--- src/rtl/m_definitions.sv ---
// Shared encodings for the RV32M unit: funct3 codes, division result select and
// the sequencer state type.
package m_definitions;

    localparam logic [2:0] F3_MUL    = 3'b000;
    localparam logic [2:0] F3_MULH   = 3'b001;
    localparam logic [2:0] F3_MULHSU = 3'b010;
    localparam logic [2:0] F3_MULHU  = 3'b011;
    localparam logic [2:0] F3_DIV    = 3'b100;
    localparam logic [2:0] F3_DIVU   = 3'b101;
    localparam logic [2:0] F3_REM    = 3'b110;
    localparam logic [2:0] F3_REMU   = 3'b111;

    localparam int MUX_DIV_REM_LENGTH = 1;
    localparam logic [MUX_DIV_REM_LENGTH-1:0] MUX_DIV_REM_Z = 1'b0;
    localparam logic [MUX_DIV_REM_LENGTH-1:0] MUX_DIV_REM_R = 1'b1;

    typedef enum logic [2:0] {
        ST_IDLE,
        ST_MUL,
        ST_DIV,
        ST_FIX,
        ST_DONE
    } state_t;

    // Two's-complement magnitude when the operand is treated as signed.
    function automatic logic [31:0] mag(input logic [31:0] x, input logic sgn);
        return (sgn && x[31]) ? (~x + 32'd1) : x;
    endfunction

endpackage

--- src/rtl/m_unit_seq.sv ---
// RV32M sequencer: single-cycle multiply via external datapath, 32-step
// restoring division over the R/D/Z registers, one-cycle result_valid pulse.
module m_unit_seq
    import m_definitions::*;
(
    input  logic                          clk,
    input  logic                          resetn,
    input  logic                          start,
    input  logic [2:0]                    funct3,
    input  logic [31:0]                   rs1,
    input  logic [31:0]                   rs2,
    output logic                          busy,
    output logic                          result_valid,
    output logic [31:0]                   result,
    output logic [31:0]                   R,
    output logic [62:0]                   D,
    output logic [31:0]                   Z,
    output logic signed [32:0]            mult_a,
    output logic signed [32:0]            mult_b,
    output logic [MUX_DIV_REM_LENGTH-1:0] mux_div_rem,
    input  logic                          sub_neg,
    input  logic [31:0]                   sub_result,
    input  logic [31:0]                   div_rem,
    input  logic [31:0]                   div_rem_neg,
    input  logic signed [65:0]            product
);

    state_t      state;
    logic [2:0]  op;
    logic [4:0]  cnt;
    logic        neg_q;
    logic        neg_r;

    logic        sgn;
    logic        sign_a;
    logic        sign_b;
    logic        product_unused;

    assign sgn    = (funct3 == F3_DIV) || (funct3 == F3_REM);
    assign sign_a = (funct3 != F3_MULHU);
    assign sign_b = (funct3 == F3_MUL) || (funct3 == F3_MULH);

    // The top two product bits are pure sign extension for 33x33 operands.
    assign product_unused = ^product[65:64];

    // Driven only from the latched op, so it cannot glitch while DIV/FIX run.
    assign mux_div_rem = op[1] ? MUX_DIV_REM_R : MUX_DIV_REM_Z;

    always_ff @(posedge clk or negedge resetn) begin
        if (!resetn) begin
            state        <= ST_IDLE;
            op           <= F3_MUL;
            cnt          <= '0;
            neg_q        <= 1'b0;
            neg_r        <= 1'b0;
            busy         <= 1'b0;
            result_valid <= 1'b0;
            result       <= '0;
            R            <= '0;
            D            <= '0;
            Z            <= '0;
            mult_a       <= '0;
            mult_b       <= '0;
        end else begin
            result_valid <= 1'b0;
            case (state)
                ST_IDLE: begin
                    if (start) begin
                        op   <= funct3;
                        busy <= 1'b1;
                        if (!funct3[2]) begin
                            mult_a <= {sign_a & rs1[31], rs1};
                            mult_b <= {sign_b & rs2[31], rs2};
                            state  <= ST_MUL;
                        end else if (rs2 == 32'd0) begin
                            result       <= funct3[1] ? rs1 : 32'hFFFF_FFFF;
                            result_valid <= 1'b1;
                            state        <= ST_DONE;
                        end else begin
                            R     <= mag(rs1, sgn);
                            D     <= {mag(rs2, sgn), 31'd0};
                            Z     <= '0;
                            neg_q <= sgn & (rs1[31] ^ rs2[31]);
                            neg_r <= sgn & rs1[31];
                            cnt   <= 5'd31;
                            state <= ST_DIV;
                        end
                    end
                end
                ST_MUL: begin
                    result       <= (op == F3_MUL) ? product[31:0] : product[63:32];
                    result_valid <= 1'b1;
                    state        <= ST_DONE;
                end
                ST_DIV: begin
                    if (!sub_neg)
                        R <= sub_result;
                    Z   <= {Z[30:0], ~sub_neg};
                    D   <= D >> 1;
                    cnt <= cnt - 5'd1;
                    if (cnt == 5'd0)
                        state <= ST_FIX;
                end
                ST_FIX: begin
                    result       <= (op[1] ? neg_r : neg_q) ? div_rem_neg : div_rem;
                    result_valid <= 1'b1;
                    state        <= ST_DONE;
                end
                ST_DONE: begin
                    busy  <= 1'b0;
                    state <= ST_IDLE;
                end
                default: begin
                    busy  <= 1'b0;
                    state <= ST_IDLE;
                end
            endcase
        end
    end

endmodule

--- config.mk ---
export PLATFORM = sky130hd
export DESIGN_NAME = m_unit_seq
export DESIGN_NICKNAME = d
export VERILOG_FILES = /design/src/rtl/m_definitions.sv /design/src/rtl/m_unit_seq.sv
export SDC_FILE = /design/constraint.sdc
export NUM_CORES = 1
export LEC_CHECK = 0
export CAP_MARGIN = 20
export CELL_PAD_IN_SITES_DETAIL_PLACEMENT = 1
export CELL_PAD_IN_SITES_GLOBAL_PLACEMENT = 1
export CORE_MARGIN = 4
export CORE_UTILIZATION = 36
export DETAILED_ROUTE_END_ITERATION = 12
export PLACE_DENSITY_LB_ADDON = 0.05
export SETUP_SLACK_MARGIN = 0.1
export SYNTH_ARGS = -nofsm -noshare
export SYNTH_HDL_FRONTEND = slang
export SYNTH_SLANG_ARGS = --single-unit
--- constraint.sdc ---
create_clock -name clk -period 3.8 [get_ports clk]
set_input_delay 0.38 -clock clk [delete_from_list [all_inputs] [get_ports clk]]
set_output_delay 0.38 -clock clk [all_outputs]
set_load 0.02 [all_outputs]
Word level (Yosys, flattened, before mapping)
Cells that the tools add are included.
{ "op_classes": {"addsub": 3, "n_eq_ne": 13, "muxes": 39, "bitwise": 11, "reduce_logical": 21} }
{ "op_table": {"columns": ["cell", "n"], "rows": [
  ["two-way mux 32 bit", 15],
  ["two-way mux 63 bit", 3],
  ["case mux 32 bit (2 select lines)", 2],
  ["case mux 63 bit (2 select lines)", 1],
  ["case mux 32 bit (3 select lines)", 1],
  ["adder 32 x 1 -> 32 bit (second input constant)", 2],
  ["NOT 32 bit", 2],
  ["zero test 32 bit", 1],
  ["two-way mux 5 bit", 3],
  ["two-way mux 3 bit", 4],
  ["inequality test 2 bit (second input constant)", 6],
  ["AND reduction 4 bit", 3],
  ["case mux 5 bit (2 select lines)", 1],
  ["zero test 3 bit", 3],
  ["case mux 3 bit (3 select lines)", 1],
  ["== test 3 x 1 -> 1 bit (second input constant)", 2],
  ["== test 3 x 2 -> 1 bit (second input constant)", 2],
  ["== test 3 bit (second input constant)", 2],
  ["two-way mux 1 bit", 6],
  ["AND reduction 2 bit", 3],
  ["zero test 5 bit", 1],
  ["AND reduction 5 bit", 1],
  ["subtractor 5 x 1 -> 5 bit (second input constant)", 1],
  ["AND 1 bit", 4],
  ["other kinds (11)", 17]
]} }
{ "totals": {"register_bits": 240, "input_bits": 233, "output_inout_bits": 228, "elab_cells": 100} }

Depth between registers and ports, before layout
Gate-level depths: netlist of the first run.
{ "depth": {"word_depth": 8, "depth_mapped": 11, "ltp_nobuf": 9} }

Worst setup path before layout of the first run
OpenSTA, ideal clock, no wires.
{ "synth_timing": {"path_type": "input-to-reg", "startpoint": "input port rs2[0]", "endpoint": "register D[62]", "setup_ns": 0.122, "arrival_ns": 2.241, "required_ns": 3.678, "path_slack_ns": 1.438, "cell_stages": 10, "n_path_buf": 2, "cell_sequence": "inv_1 > ha_1 > nor3b_1 > and3_1 > buf_2 > nand4_2 > nand2_2 > buf_4 > nor2_1 > a32o_1"} }
{ "synth_via": {"elab_chain_cells": 7, "elab_cells_between_ends": 10, "cone_classes": "1 x add/sub; 1 x eq/ne; 5 x mux; 1 x bitwise; 2 x reduce/logical"} }
{ "synth_rtl": {"columns": ["item", "line", "text"], "rows": [
  ["start, declared", "m_unit_seq.sv:11", "input logic [31:0] rs2,"],
  ["NOT 32 bit", "m_definitions.sv:28", "return (sgn && x[31]) ? (~x + 32'd1) : x;"],
  ["adder 32 x 1 -> 32 bit", "m_definitions.sv:28", null],
  ["two-way mux 32 bit", "m_definitions.sv:28", null],
  ["two-way mux 63 bit", "m_unit_seq.sv:75", "end else if (rs2 == 32'd0) begin"],
  ["two-way mux 63 bit", "m_unit_seq.sv:71", "if (!funct3[2]) begin"],
  ["two-way mux 63 bit", "m_unit_seq.sv:68", "if (start) begin"],
  ["case mux 63 bit (2 select lines)", "m_unit_seq.sv:66", "case (state)"],
  ["end signal, assigned", "m_unit_seq.sv:81", "D <= {mag(rs2, sgn), 31'd0};"],
  ["end signal, assigned", "m_unit_seq.sv:99", "D <= D >> 1;"],
  ["end, declared", "m_unit_seq.sv:16", "output logic [62:0] D,"]
]} }
Several ways; a longest one is shown, not always the timed one. The select of a mux whose other input is x is not followed.
A chain may end at the register's enable or synchronous reset.

Final worst setup path of the first run
{ "layout_timing": {"startpoint": "input port rs2[0]", "endpoint": "register neg_q"} }
{ "layout_via": {"elab_chain_cells": 3} }
{ "layout_rtl": {"columns": ["item", "line", "text"], "rows": [
  ["zero test 32 bit", "m_unit_seq.sv:75", null],
  ["NOT 1 bit (no line)", null, null],
  ["AND reduction 4 bit (no line)", null, null],
  ["end signal, assigned", "m_unit_seq.sv:83", "neg_q <= sgn & (rs1[31] ^ rs2[31]);"],
  ["end, declared", "m_unit_seq.sv:31", "logic neg_q;"]
]} }
No other way between the ends.

==> metrics.txt, run 1 <==
Required @ worst endpoint=4240 ps; CP delay by family, top=compound AO/OA/AOI/OAI gates; final net count=1874; most frequent cell after synthesis=dfrtp_1; drt total wl=47500 um; dpl cells=2054; maxcap violations=0; clk_lat worst skew=540 ps; Post-synth EDFFs=0; post_cts resized=0; largest net degree at the start of global routing=111; TritonCTS Buffers=28; residual DRC count=0; DRT Pass-1 Iters=4; CTS root buf=clkbuf_16; YS warnings=0; Synth top area share=49.1%; crit path cell chain=clkdlybuf4s50_1, inv_1, ha_1, nor3b_1, and3_1, a31oi_1, nand2_1, o31ai_1; Max Slew Vio Count=0; Post-Syn Area=12200 um^2; Post-DP HPWL=35300 um; TritonCTS clock tree=done; most frequent cells after synthesis=dfrtp_1 (240), o21ai_0 (113), a21oi_1 (110), nor2_1 (83), nand2_1 (79); # rows=67; post-synthesis mux area share=10.1%; FFs w/ async S/R, synth=100%; # IOs=461; gr ovfl total=0; Max Fclk=352 MHz; Synth area leaders=dfrtp_1 (49%), mux2_2 (6.2%), o21ai_0 (4.6%), a21oi_1 (4.5%), a22o_1 (4.4%); crit path time final=2840 ps; CTS HTree Levels=1; Post-Syn Area per Cell=10.1 um^2; Crit Path Category=input port to flop; sequential fraction of the synthesis area=49.1%; layout cells sized above 1=9.49%; distinct cell type count of the synthesized netlist=52; main combinational cell family by area after synthesis=compound AO/OA/AOI/OAI gates; Hold Vio Cnt, Final=0; Final setup viols=0; placer's final routability congestion estimate=0.843; post-synth top area cell=dfrtp_1; CP max stage delay=670 ps; fin cells=2109; Seq cells post-synth=240; VDD IR-drop max=0.449 mV; Hold Path Class=input port to flop; Post-DRT Antenna Nets=0; Tcrit/Tclk final=74.8%; Setup crit start kind=input port; CP endpoint kind=flop; RSZ-0062 raised after global routing=no; slew margin rel.=36.6%; core area=33500 um^2; Synth Area in Simple Gates=13.1%; first-pass GRT wire length=71600 um; Crit-path slowest cell=a31oi_1; die height=192 um; Syn-to-layout area delta=48.8%; die area=37000 um^2; initial antenna violation count=3; vias per cell=5.34; drt initial violations=554; syn_nets=1450; Post-Synth Adder-Cell Area=0.409%; vias in the first global route=11800; Slew @ Worst Pin=942 ps; CP arrival=3280 ps; setup_tns=0 ps; DR vias=11300; Sink Count=240; Worst-path clk slew=60 ps; Power Density=778 nW/um^2; Clock Skew=13.4 ps; synthesized instance count=1213; Synth Area in XOR/XNOR=3.80%; clk buf depth=3; Initial Util=36.5%; ys flop type=dfrtp_1; Setup Fix Bufs, Post-CTS=0; All-Layer GR Usage=24.8%; Compound-Gate Fraction of Synth Area=19.6%; die width=192 um; # port buffers=458; CP bufs+invs=2; Leak Pwr=7.45 nW; CP Max Fanout=13; total power=14.2 mW; status=complete, no violations; Routed wire per std cell=22.5 um
[where the power goes]
| part | internal [mW] | switching, mW | total, mW |
|---|---|---|---|
| Combinational | 3.21 | 4.02 | 7.24 |
| Clock | 1.54 | 1.05 | 2.59 |
| Sequential | 3.62 | 0.718 | 4.33 |
| Total | 8.37 | 5.79 | 14.2 |
[layout by cell type (no fill, tap or decap), types with 4 or more instances in the layout]
cell / instances
ha_1: 4
or4_1: 5
a31oi_1: 12
mux2i_1: 47
clkbuf_16: 29
buf_4: 24
xor2_1: 10
nand3_1: 8
clkbuf_1: 7
clkinv_2: 4
inv_1: 16
xnor2_1: 43
o211ai_1: 6
nor3_1: 19
a21oi_1: 110
clkdlybuf4s50_1: 457
diode_2: 6
a22o_1: 62
mux2_2: 67
nor2_1: 82
a22oi_1: 9
a211oi_1: 32
o21ai_0: 113
dfrtp_1: 239
nand4_1: 6
o31ai_1: 14
a41oi_1: 7
or3_1: 9
clkbuf_8: 8
nor2b_1: 32
buf_12: 5
o41ai_1: 4
nand3b_1: 33
nand2_1: 79
nor4_1: 9
[state kept, by name (all words and copies together) (netlist names)]
name          cells
result           32
mult_b           33
R                32
state             3
D                63
result_valid      1
mult_a           33
Z                32
neg_q             1
neg_r             1
op                3
busy              1
cnt               5
[worst reg2reg max path, cell delays in order (launching register included)]
cell,delay (ps)
dfrtp_2,450
nand3b_1,170
a211o_1,320
a31oi_1,560
nand2_1,520
o31ai_1,360
[layer usage]
metal | vias to the layer above | GRT usage [%] | share of wire (%)
met5 | - | 0 | 0.027
met3 | 48 | 7.18 | 7.9
met2 | 330 | 41.4 | 48
met4 | 2 | 5.54 | 2.0
li1 | 5256 | - | -
met1 | 5621 | 32.1 | 42
[through the flow]
stage | area [um^2] | hold slack, ps | setup slack (ps) | util [%]
6_report | 18200 | 444 | 957 | 54.3
5_1_grt | 18200 | 479 | 705 | 54.3
4_1_cts | 18200 | 418 | 931 | 54.2
3_5_place_dp | 17300 | 469 | 404 | 51.6
3_3_place_gp | 17300 | 462 | 550 | 51.6
2_1_floorplan | 12200 | 84.4 | 1440 | -
[cell families (layout without fill, tap and decap cells)]
family,Yosys count,in the layout
adders and majority gates,4,4
AOI/OAI and AO/OA,381,381
buffers and inverters,111,553
DFF,240,240
xor gates and xnor gates,53,53
other,0,6
and+or+nand+nor,309,309
muxes,115,115
[final cells by class]
cell class / count / area (um^2)
Fill cell: 3668 / 15300
Sequential cell: 240 / 6010
Multi-Input combinational cell: 862 / 5800
Timing Repair Buffer: 488 / 4880
Clock buffer: 44 / 862
Tap cell: 448 / 561
Inverter: 17 / 63.8
Clock inverter: 4 / 20.0
Antenna cell: 6 / 15.0
[final timing paths]
check                          startpoint   endpoint  slack (ps)  cells past startpoint
max in group asynchronous          resetn  mult_b[9]        2250                      3
setup / recovery                   rs2[0]      neg_q         960                      8
hold reg to reg                      R[3]       R[3]         480                      2
min in group asynchronous          resetn      R[24]         500                      2
setup reg to reg                 state[1]      neg_q        1310                      5
hold / removal             sub_result[28]      R[28]         440                      3
[timing repair]
action                     CTS  global route
hold buffers                 1             0
setup endpoints to repair    0             0
hold endpoints to repair   105             0
Power figures use the tool's default switching activity.
==> inputs of run 2 (changes only) <==
--- a/config.mk
+++ b/config.mk
@@ -9,7 +9,7 @@
 export CELL_PAD_IN_SITES_DETAIL_PLACEMENT = 1
 export CELL_PAD_IN_SITES_GLOBAL_PLACEMENT = 1
 export CORE_MARGIN = 4
-export CORE_UTILIZATION = 36
+export CORE_UTILIZATION = 33
 export DETAILED_ROUTE_END_ITERATION = 12
 export PLACE_DENSITY_LB_ADDON = 0.05
 export SETUP_SLACK_MARGIN = 0.1
==> constraint.sdc (replaced) <==
create_clock -name clk -period 2.9 [get_ports clk]
set_input_delay 0.29 -clock clk [delete_from_list [all_inputs] [get_ports clk]]
set_output_delay 0.29 -clock clk [all_outputs]
set_load 0.02 [all_outputs]
==> run 2 against run 1 <==
Against the previous run: cell count is 3.3% higher; clock skew is 1.4 ps higher; via count is 1.7% higher; worst hold slack worse by 160 ps; non-clock buffer count is 49 higher; register-to-register slack worse by 650 ps; sequential power is 31% higher; clock power is 49% higher; setup slack worse by 460 ps; first-iteration DRC count is 24% lower; combinational power is 33% higher; wire length is 2.5% higher; critical endpoint is now D[61].
==> metrics.txt, run 2 (synthesis results as in run 1) <==
crit path time final=2400 ps; dpl cells=2123; residual DRC count=0; Setup Fix Bufs, Post-CTS=0; Initial Util=33.4%; fin cells=2178; DR vias=11500; Required @ worst endpoint=3310 ps; Worst-path clk slew=60 ps; CTS root buf=clkbuf_16; CTS HTree Levels=1; # IOs=461; first-pass GRT wire length=75100 um; FILL cells=4067; # port buffers=458; Setup crit start kind=input port; clk buf depth=3; Post-DRT Antenna Nets=0; max reg flops=63; Leak Pwr=7.77 nW; Power Density=1020 nW/um^2; R2R depth=7; Crit Path Category=input port to flop; Final setup viols=0; biggest regs=D x63, mult_a x33, mult_b x33; final hold slack=280 ps; Max Slew Vio Count=0; # rows=70; met1 Track Usage GR=30.3%; post_cts resized=0; layout cells sized above 1=12.4%; status=complete, no violations; slew margin rel.=55.8%; register-to-register setup slack=660 ps; CP endpoint kind=flop; Clock Skew=14.9 ps; worst r2r dst=D[60]; VDD IR-drop max=0.526 mV; Tcrit/Tclk final=82.9%; GR Layer Usage met2=40.2%; Max Fclk=416 MHz; Slew @ Worst Pin=663 ps; RSZ-0062 raised after global routing=no; DRT Pass-1 Iters=5; vias per cell=5.26; total power=19.1 mW; Routed wire per std cell=22.4 um; clk_lat worst skew=540 ps; Final Cell Area=18800 um^2; core area=36600 um^2; drt total wl=48700 um; CP arrival=2810 ps; most frequent cells in the layout=clkdlybuf4s50_1 (457), dfrtp_1 (239), o21ai_0 (113); met3 Use GR=5.61%; drt initial violations=422; Syn-to-layout area delta=53.6%; TritonCTS Buffers=28; largest net degree at the start of global routing=126; All-Layer GR Usage=23.3%; TritonCTS clock tree=done; die width=201 um; Post-DP HPWL=36600 um; initial antenna violation count=7; placer's final routability congestion estimate=0.814; CP Max Fanout=17; Biggest register=D; final net count=1923; die height=201 um; Hold Path Class=input port to asynchronous set/reset pin; commonest non-fill, non-tap cell in the layout=clkdlybuf4s50_1; setup_tns=0 ps; Post-Place Cell Area=17800 um^2; die area=40200 um^2; maxcap violations=0; vias in the first global route=12200; reg-to-reg startpoint=state[1]; Hold Vio Cnt, Final=0; gr ovfl total=0; gr busiest metal=met2; Sink Count=240
run 2: layout make-up:
class / instances / area, um^2 / share of cell area (%)
inverter: 17 / 63.8 / 0.340
antenna: 3 / 7.51 / 0.0400
tap: 468 / 586 / 3.12
sequential: 240 / 6010 / 32.0
timing repair buffer: 537 / 5310 / 28.3
multi-input combinational: 862 / 5800 / 30.9
clock buffer: 40 / 827 / 4.40
clock inverter: 11 / 185 / 0.986
run 2: repair_timing:
item | in CTS | in global routing
endpoints found under the hold margin | 48 | 0
hold buffers | 1 | 0
endpoints found under the setup margin | 0 | 0
run 2: how the worst max path moves through the flow:
stage | startpoint | end | slack [ps] | cells past startpoint
final | rs2[23] | D[61] | 500 | 8
after global routing | rs2[23] | D[49] | 280 | 8
after CTS | rs2[23] | D[47] | 530 | 8
after detailed placement | rs2[23] | cnt[2] | -40 | 8
after global placement | rs1[25] | R[31] | -30 | 8
after floorplan | rs2[0] | D[62] | 630 | 10
run 2: per-stage QoR:
step	util, %	worst slack (ps)
CTS	51.3	530
floorplan	-	628
global route	51.3	275
global placement	48.5	-30.2
finish	51.3	497
detailed placement	48.5	-35.6
run 2: where the power goes:
part / total (mW) / internal, mW / leakage [nW] / switching (mW)
clock: 3.86 / 2.42 / 0.493 / 1.44
combinational: 9.62 / 4.34 / 4.33 / 5.28
sequential: 5.67 / 4.74 / 2.94 / 0.930
total: 19.1 / 11.5 / 7.77 / 7.65
run 2: metal layers:
layer / share of wire (%) / wire length, um
met1: 43 / 20700
met2: 49 / 24000
met3: 6.0 / 2940
met4: 2.0 / 951
met5: 0.14 / 69
run 2: critical path, cell delays in order:
cell and delay [ps]:
clkdlybuf4s50_1 420, or4_1 560, nor3_1 420, nand4_2 260, nand2_4 280, clkinv_1 300, o21ai_0 170, o21ai_0 100
==> inputs of run 3 (changes only) <==
==> constraint.sdc (replaced) <==
create_clock -name clk -period 2.5 [get_ports clk]
set_input_delay 0.25 -clock clk [delete_from_list [all_inputs] [get_ports clk]]
set_output_delay 0.25 -clock clk [all_outputs]
set_load 0.02 [all_outputs]
==> run 3 against run 2 <==
Against the previous run: combinational power rose by 17%; clock-buffer cell count fell by 1; clock power increased by 10%; sequential power increased by 16%; clock skew fell by 2.8 ps; register-to-register slack got worse by 200 ps; wire length grew 1.5%; critical path type unchanged; largest cell class unchanged.
==> metrics.txt, run 3 (synthesis results as in run 1) <==
Hold Path Class=input port to asynchronous set/reset pin; DR vias=11700; max reg flops=63; pre-CTS setup slack=-270 ps; CP endpoint kind=flop; Tcrit/Tclk final=87.6%; Max Fclk=457 MHz; post_cts resized=0; status=complete, no violations; first-pass GRT wire length=75900 um; Final Cell Area=19100 um^2; crit path cell chain=clkdlybuf4s50_1, or3_1, or4_1, buf_4, o31ai_1, xnor2_1, mux2i_1, o21ai_0; final hold slack=287 ps; VDD IR-drop max=0.701 mV; CTS HTree Levels=1; Post-DP HPWL=37700 um; CP delay by family, top=simple AND/OR/NAND/NOR gates; placer's final routability congestion estimate=0.837; CTS root buf=clkbuf_16; DRT Pass-1 Iters=4; CP max stage delay=540 ps; final net count=1971; Crit Path Category=input port to flop; Max Slew Vio Count=0; die height=201 um; Hold Vio Cnt, Final=0; fin util=52.2%; All-Layer GR Usage=23.7%; # rows=70; largest net degree at the start of global routing=70; Max Used Layer=met5; Final setup viols=0; Post-DRT Antenna Nets=0; drt total wl=49400 um; Initial Util=33.4%; biggest regs=D x63, mult_a x33, mult_b x33; Hold Buf Count CTS=1; met2 routed WL=24600 um; Setup Fix Bufs, Post-CTS=0; Syn-to-layout area delta=56.2%; drt initial violations=449; met1 wire length=21000 um; Worst-path clk slew=60 ps; Routed wire per std cell=22.3 um; layout cells sized above 1=14.6%; register area=6010 um^2; Crit-path slowest cell=or4_1; clk_lat worst skew=560 ps; Post-Place Cell Area=18200 um^2; residual DRC count=0; clk buf depth=3; die area=40200 um^2; Setup crit start kind=input port; gr ovfl total=0; # IOs=461; CP Max Fanout=8; vias in the first global route=12300; initial antenna violation count=7; Required @ worst endpoint=2970 ps; FILL cells=3997; RSZ-0062 raised after global routing=no; Biggest register=D; slew margin rel.=58.3%; Power Density=1160 nW/um^2; CP bufs+invs=2; vias per cell=5.26; commonest non-fill, non-tap cell in the layout=clkdlybuf4s50_1; most frequent cells in the layout=clkdlybuf4s50_1 (457), dfrtp_1 (239), o21ai_0 (113), buf_4 (113), a21oi_1 (110); Clock Skew=12.1 ps; Leak Pwr=7.97 nW; maxcap violations=0; CP arrival=2660 ps; total power=22.2 mW; TritonCTS Buffers=28; core area=36600 um^2; die width=201 um; met3 routed WL=2870 um; # port buffers=458; area of the multi-input gates=5800 um^2; crit path time final=2190 ps; Slew @ Worst Pin=625 ps; TritonCTS clock tree=done; final setup margin=310 ps; Sink Count=240
-- run 3: cell types whose count changed in the layout (fill, tap and decap cells not counted) --
| cell | before | now |
|---|---|---|
| diode_2 | 3 | 2 |
| clkbuf_1 | 5 | 4 |
| buf_4 | 68 | 113 |
| clkinv_2 | 4 | 1 |
| buf_12 | 10 | 13 |
| clkinv_4 | 0 | 1 |
| bufinv_16 | 5 | 3 |
-- run 3: worst register-to-register path, delay by kind of cell (launching register included) --
kind	cells	cell delay, ps
AO/OA/AOI/OAI	2	290
flip-flops	1	480
AND/OR/NAND/NOR	3	580
buffers and inverters	3	610
-- run 3: area by class of cell --
type                    count  share of cell area (%)
repair buffers            585                    29.9
inverters                  17                   0.334
diodes                      2                  0.0262
well taps                 468                    3.06
clock inverters             7                   0.622
multi-input cells         862                    30.3
clock buffers              39                    4.31
flip-flops and latches    240                    31.4
-- run 3: metal layers --
metal,vias up,GRT usage (%)
li1,5442,-
met1,5883,30.3
met2,281,41.0
met3,63,6.14
met4,10,4.89
met5,-,0
-- run 3: final timing paths --
path	from	end	slack (ps)	depth (start not counted)
setup reg to reg	state[0]	result[29]	460	8
hold reg to reg	R[3]	R[3]	480	2
max in group asynchronous	resetn	D[31]	1400	3
min in group clk	sub_result[28]	R[28]	290	3
hold / removal	resetn	result[28]	290	2
setup / recovery	rs1[14]	R[25]	310	8
-- run 3: where the power goes --
part / total, mW / internal [mW] / switching [mW] / leakage, nW
Sequential: 6.58 / 5.50 / 1.08 / 2.94
Clock: 4.26 / 2.58 / 1.68 / 0.456
Combinational: 11.3 / 5.18 / 6.16 / 4.58
Total: 22.2 / 13.3 / 8.91 / 7.97
-- run 3: per-stage QoR --
stage / setup TNS [ps] / instances
final: 0 / 2220
after global routing: 0 / 2220
after CTS: 0 / 2218
after detailed placement: -9560 / 2171
after global placement: -8010 / 2171
after floorplan: 0 / 1213
